<file path="src/rtl/contador_de_programa.sv">
// Program-counter stage feeding the instruction memory: next-PC selection, "in" stall, halt and range stop.
// Optional retired-instruction counter enabled by defining CONTADOR_INSTRUCOES_EN.
module contador_de_programa #(
    parameter int PC_WIDTH = 26,
    parameter int MEM_SIZE = 150
) (
    input  logic                clock,
    input  logic                reset,
    input  logic [31:0]         instrucao,
    input  logic                condicao_desvio,
    input  logic [31:0]         endereco_registrador,
    input  logic                entrada_pronta,
    output logic [PC_WIDTH-1:0] pc,
    output logic [PC_WIDTH-1:0] pc_mais_um,
    output logic                executando,
    output logic                esperando_entrada,
    output logic                parado,
    output logic                erro_endereco
`ifdef CONTADOR_INSTRUCOES_EN
    ,
    output logic [31:0]         instrucoes_executadas
`endif
);

    localparam logic [5:0] OP_BEQ  = 6'b010111;
    localparam logic [5:0] OP_BGET = 6'b011100;
    localparam logic [5:0] OP_J    = 6'b011101;
    localparam logic [5:0] OP_JAL  = 6'b011110;
    localparam logic [5:0] OP_JR   = 6'b011111;
    localparam logic [5:0] OP_IN   = 6'b100000;
    localparam logic [5:0] OP_HALT = 6'b111111;

    typedef enum logic [1:0] {
        INICIO         = 2'd0,
        EXECUTA        = 2'd1,
        ESPERA_ENTRADA = 2'd2,
        PARADO         = 2'd3
    } estado_t;

    estado_t               estado_q, estado_d;
    logic [PC_WIDTH-1:0]   pc_q, pc_d;
    logic                  erro_q, erro_d;
    logic                  entrada_ant_q, entrada_ant_d;
    logic [5:0]            opcode_s;
    logic                  borda_s;
    logic                  commit_s;
    logic                  executando_s;
    logic [PC_WIDTH-1:0]   pc_mais_um_s;
    logic [PC_WIDTH-1:0]   alvo_s;
    logic [PC_WIDTH-1:0]   prox_s;
    logic                  unused_ok_s;

    assign opcode_s      = instrucao[31:26];
    assign pc_mais_um_s  = pc_q + {{(PC_WIDTH-1){1'b0}}, 1'b1};
    assign borda_s       = entrada_pronta & ~entrada_ant_q;
    assign entrada_ant_d = entrada_pronta;
    assign unused_ok_s   = &{1'b0, endereco_registrador[31:26]};

    // Target address implied by the current opcode (sequential unless a jump or taken branch)
    always_comb begin
        alvo_s = pc_mais_um_s;
        if ((opcode_s >= OP_BEQ) && (opcode_s <= OP_BGET)) begin
            alvo_s = condicao_desvio ? PC_WIDTH'(instrucao[15:0]) : pc_mais_um_s;
        end else begin
            case (opcode_s)
                OP_J, OP_JAL: alvo_s = PC_WIDTH'(instrucao[25:0]);
                OP_JR:        alvo_s = PC_WIDTH'(endereco_registrador[25:0]);
                default:      alvo_s = pc_mais_um_s;
            endcase
        end
    end

    // Next-state, commit strobe and range-checked PC update
    always_comb begin
        estado_d     = estado_q;
        pc_d         = pc_q;
        erro_d       = erro_q;
        commit_s     = 1'b0;
        prox_s       = alvo_s;
        executando_s = 1'b0;
        case (estado_q)
            INICIO: begin
                estado_d = EXECUTA;
            end
            EXECUTA: begin
                if (opcode_s == OP_HALT) begin
                    estado_d = PARADO;
                end else if ((opcode_s == OP_IN) && !borda_s) begin
                    estado_d = ESPERA_ENTRADA;
                end else begin
                    commit_s = 1'b1;
                end
            end
            ESPERA_ENTRADA: begin
                prox_s = pc_mais_um_s;
                if (borda_s) begin
                    commit_s = 1'b1;
                    estado_d = EXECUTA;
                end else begin
                    estado_d = ESPERA_ENTRADA;
                end
            end
            PARADO: begin
                estado_d = PARADO;
            end
            default: begin
                estado_d = INICIO;
            end
        endcase
        // An out-of-range target still commits, so a jal writes its link register before stopping
        if (commit_s) begin
            executando_s = 1'b1;
            if (prox_s >= PC_WIDTH'(MEM_SIZE)) begin
                erro_d   = 1'b1;
                estado_d = PARADO;
            end else begin
                pc_d = prox_s;
            end
        end else begin
            executando_s = 1'b0;
        end
    end

    // State, PC, sticky error and input-edge registers
    always_ff @(posedge clock or posedge reset) begin
        if (reset) begin
            estado_q      <= INICIO;
            pc_q          <= {PC_WIDTH{1'b0}};
            erro_q        <= 1'b0;
            entrada_ant_q <= 1'b0;
        end else begin
            estado_q      <= estado_d;
            pc_q          <= pc_d;
            erro_q        <= erro_d;
            entrada_ant_q <= entrada_ant_d;
        end
    end

    assign pc                = pc_q;
    assign pc_mais_um        = pc_mais_um_s;
    assign executando        = executando_s;
    assign esperando_entrada = (estado_q == ESPERA_ENTRADA);
    assign parado            = (estado_q == PARADO);
    assign erro_endereco     = erro_q;

`ifdef CONTADOR_INSTRUCOES_EN
    logic [31:0] contador_q, contador_d;

    assign contador_d = (executando_s && (contador_q != 32'hFFFF_FFFF)) ?
                        (contador_q + 32'd1) : contador_q;

    // Saturating count of committed instructions
    always_ff @(posedge clock or posedge reset) begin
        if (reset) begin
            contador_q <= 32'd0;
        end else begin
            contador_q <= contador_d;
        end
    end

    assign instrucoes_executadas = contador_q;
`endif

endmodule
</file>
<file path="config.mk">
export PLATFORM = sky130hd
export DESIGN_NAME = contador_de_programa
export DESIGN_NICKNAME = d
export VERILOG_FILES = /design/src/rtl/contador_de_programa.sv
export SDC_FILE = /design/constraint.sdc
export NUM_CORES = 1
export LEC_CHECK = 0
export BUFFER_PORTS_ARGS = -buffer_cell sky130_fd_sc_hd__buf_2
export CORE_ASPECT_RATIO = 0.5
export CORE_MARGIN = 2
export CORE_UTILIZATION = 35
export CTS_BUF_LIST = sky130_fd_sc_hd__clkbuf_8
export DETAILED_ROUTE_END_ITERATION = 16
export SYNTH_ARGS = -nofsm -noshare
export SYNTH_HDL_FRONTEND = slang
export SYNTH_SLANG_ARGS = --single-unit
</file>
<file path="constraint.sdc">
create_clock -name clock -period 3.85 [get_ports clock]
set_input_delay 0.9625 -clock clock [delete_from_list [all_inputs] [get_ports clock]]
set_output_delay 0.9625 -clock clock [all_outputs]
set_load 0.05 [all_outputs]
</file>
==> flow_summary.yaml <==
critical_path:
  arrival_ns: 2.46
  start_kind: "register"
  end_kind: "output port"
  cpMaxStageDelayCell: "nor3_1"
  crit_chain: "ha_1 -> nand3_1 -> nor3_1 -> nand4_1 -> xnor2_1 -> buf_2"
  required_ns: 2.89
  critPathMaxStageDelay_ns: 0.57
  crit_type: "register to output port"
  path_max_fanout: 7
cts:
  path_clk_slew_ns: 0.07
  numClockSinks: 30
  cts_setup_buffers: 0
  cts_tree: "done"
  htreeDepth: 2
  cts_buffers: 5
  clock_latency_ns: 0.29
  cts_root_buffer: "clkbuf_8"
  cts_hold_buffers: 0
  max-clock-path-buffers: 2
  cts_resized: 0
synthesis:
  syn_area_um2: 2450
  synth_cell_type_count: 62
  yosysSeqAreaShare_pct: 30.6
  ys_async_sr_fraction_pct: 100
  synthesis.nets: 348
  syn_inst: 275
  synth_ff_type: "dfrtp_1"
  synth_edf_count: 0
  ys_warn_count: 0
  synth_seq_cells: 30
  synth.avg_cell_area_um2: 8.91
sta:
  final.setup.worst_slack_ns: 0.425
  hold_viol: 0
  period_share_pct: 89.0
  worst-slew-pin-transition_ns: 0.615
  layout_min_cycle_time_ns: 3.43
  max_slew_margin_pct: 59.0
  tns_ns: 0
  setup_viol: 0
  holdWs_ns: 0.467
  slew_viol_final: 0
  fmax_mhz: 292
  final.setup_skew_ns: 0.00878
  rsz0062_at_grt: "false"
layout:
  final_common_cell: "buf_2"
  area.sequential_um2: 751
  utilization_pct: 48.9
  final_nets: 468
  area_growth_pct: 34.3
  final_cell_mix: "buf_2, dfrtp_1, and2_1"
  multi_input_area_um2: 1580
  drive_gt1_share_pct: 36.9
  fill_cells: 655
  final_cells: 488
  antenna_cells: 0
floorplanning:
  rows: 21
  die_w_um: 122
  coreArea_um2: 6730
  io_pins: 124
  die_height_um: 63.2
  die_area_um2: 7730
  start_util_pct: 36.4
power:
  ir_drop_mv: 0.634
  p_leak_uw: 0.00172
  combPwrFrac_pct: 57.6
  switching_power_uw: 1050
  p_sw_share_pct: 50.8
  power_frac_seq_pct: 22.4
  clkPwrFrac_pct: 20.1
  powerDensity_nw_per_um2: 625
  p_int_uw: 1010
job:
  cap_violations: 0
route:
  wl_met1_um: 3440
  wl_um: 7610
  vias: 2576
  routed-wl-met3_um: 469
  avgRoutedWirePerCell_um: 15.6
  first_pass_iters: 4
  top_layer_used: "met4"
  drc: 0
  drt-initial-drc-count: 199
  viasPerCell: 5.28
  drtAntennaViolNets: 0
  wl_met2_um: 3630
global_route:
  grt_max_degree: 31
  grt_pass1_wl_um: 12000
  overflow: 0
  grt_antenna_before_repair: 0
  grt_pass1_vias: 2405
  grt_usage_pct: 19.7
placement:
  place_inst: 480
  portBuffers: 117
  pre_cts_ws_ns: 0.239
  place_congestion: 0.882
  post-dp-hpwl_um: 5870
worst_hold_path:
  hp-class: "register to register"
status:
  status: "complete, no violations"
## final timing paths
kind	startpoint	end	slack (ns)	cells after the start
worst max-delay path	pc[0]	pc_mais_um[24]	0.42	6
worst min-delay path	erro_endereco	erro_endereco	0.47	1
worst max register to register	pc[0]	pc[0]	0.44	11
worst min register to register	erro_endereco	erro_endereco	0.47	1
max in group asynchronous	reset	pc[20]	2.81	3
min in group asynchronous	reset	pc[8]	0.74	3
## cells in the mapped netlist, drive strengths merged (7+ instances only)
cell type | number | area [µm²]
nand2 | 15 | 56.3
xnor2 | 15 | 131
dfrtp | 30 | 751
nor2 | 12 | 45.0
a21oi | 7 | 38.8
nor3 | 8 | 40.0
inv | 15 | 56.3
nand4 | 10 | 92.6
mux2i | 7 | 70.1
nand3 | 14 | 75.1
nor4 | 10 | 77.6
a31oi | 8 | 50.1
and2 | 22 | 138
xor2 | 11 | 96.3
nand2b | 7 | 43.8
o21ai | 9 | 45.0
## critical path, delay by kind of cell, from the launching register on
| family | cells | cell delay, ns |
|---|---|---|
| AND/OR/NAND/NOR | 3 | 1.04 |
| flip-flops | 1 | 0.47 |
| buffers and inverters | 1 | 0.28 |
| adder cells (fa/ha/maj) | 1 | 0.22 |
| XOR/XNOR | 1 | 0.17 |
## logic make-up after synthesis
logic type | after synthesis | share of synthesized area [%]
fa+ha+maj | 5 | 2.55
compound gates | 58 | 17.3
buf+inv | 25 | 4.80
simple gates | 121 | 30.8
xor+xnor | 26 | 9.29
mux | 10 | 4.70
flops | 30 | 30.6
## power groups by stage
stage | clock [µW] | sequential, µW | combinational [µW]
2_1_floorplan | 0 | 605 | 770
3_3_place_gp | 0 | 461 | 1170
3_5_place_dp | 0 | 463 | 1180
4_1_cts | 419 | 459 | 1190
5_1_grt | 433 | 470 | 1260
6_report | 413 | 460 | 1180
## state kept, by name, indices dropped and copies added (netlist names)
signal / cells
estado_q: 2
pc: 26
erro_endereco: 1
entrada_ant_q: 1
## area by class of cell
| class | instances | share of cell area [%] |
|---|---|---|
| repair buffers | 123 | 19.5 |
| flip-flops and latches | 30 | 22.8 |
| clock inverters | 2 | 1.83 |
| clock buffers | 6 | 2.51 |
| well taps | 92 | 3.50 |
| inverters | 15 | 1.71 |
| multi-input cells | 220 | 48.1 |
## routing by layer
| metal | up-vias | GRT usage, % |
|---|---|---|
| li1 | 1264 | - |
| met1 | 1230 | 26.7 |
| met2 | 78 | 31.5 |
| met3 | 4 | 4.26 |
| met4 | 0 | 5.75 |
| met5 | - | 0 |
## through the flow
step / cell area (µm²) / power [µW]
after floorplan: 2450 / 1370
after global placement: 3150 / 1630
after detailed placement: 3150 / 1650
after CTS: 3290 / 2060
after global routing: 3290 / 2160
final: 3290 / 2060
(Power assumes the default switching activity.)
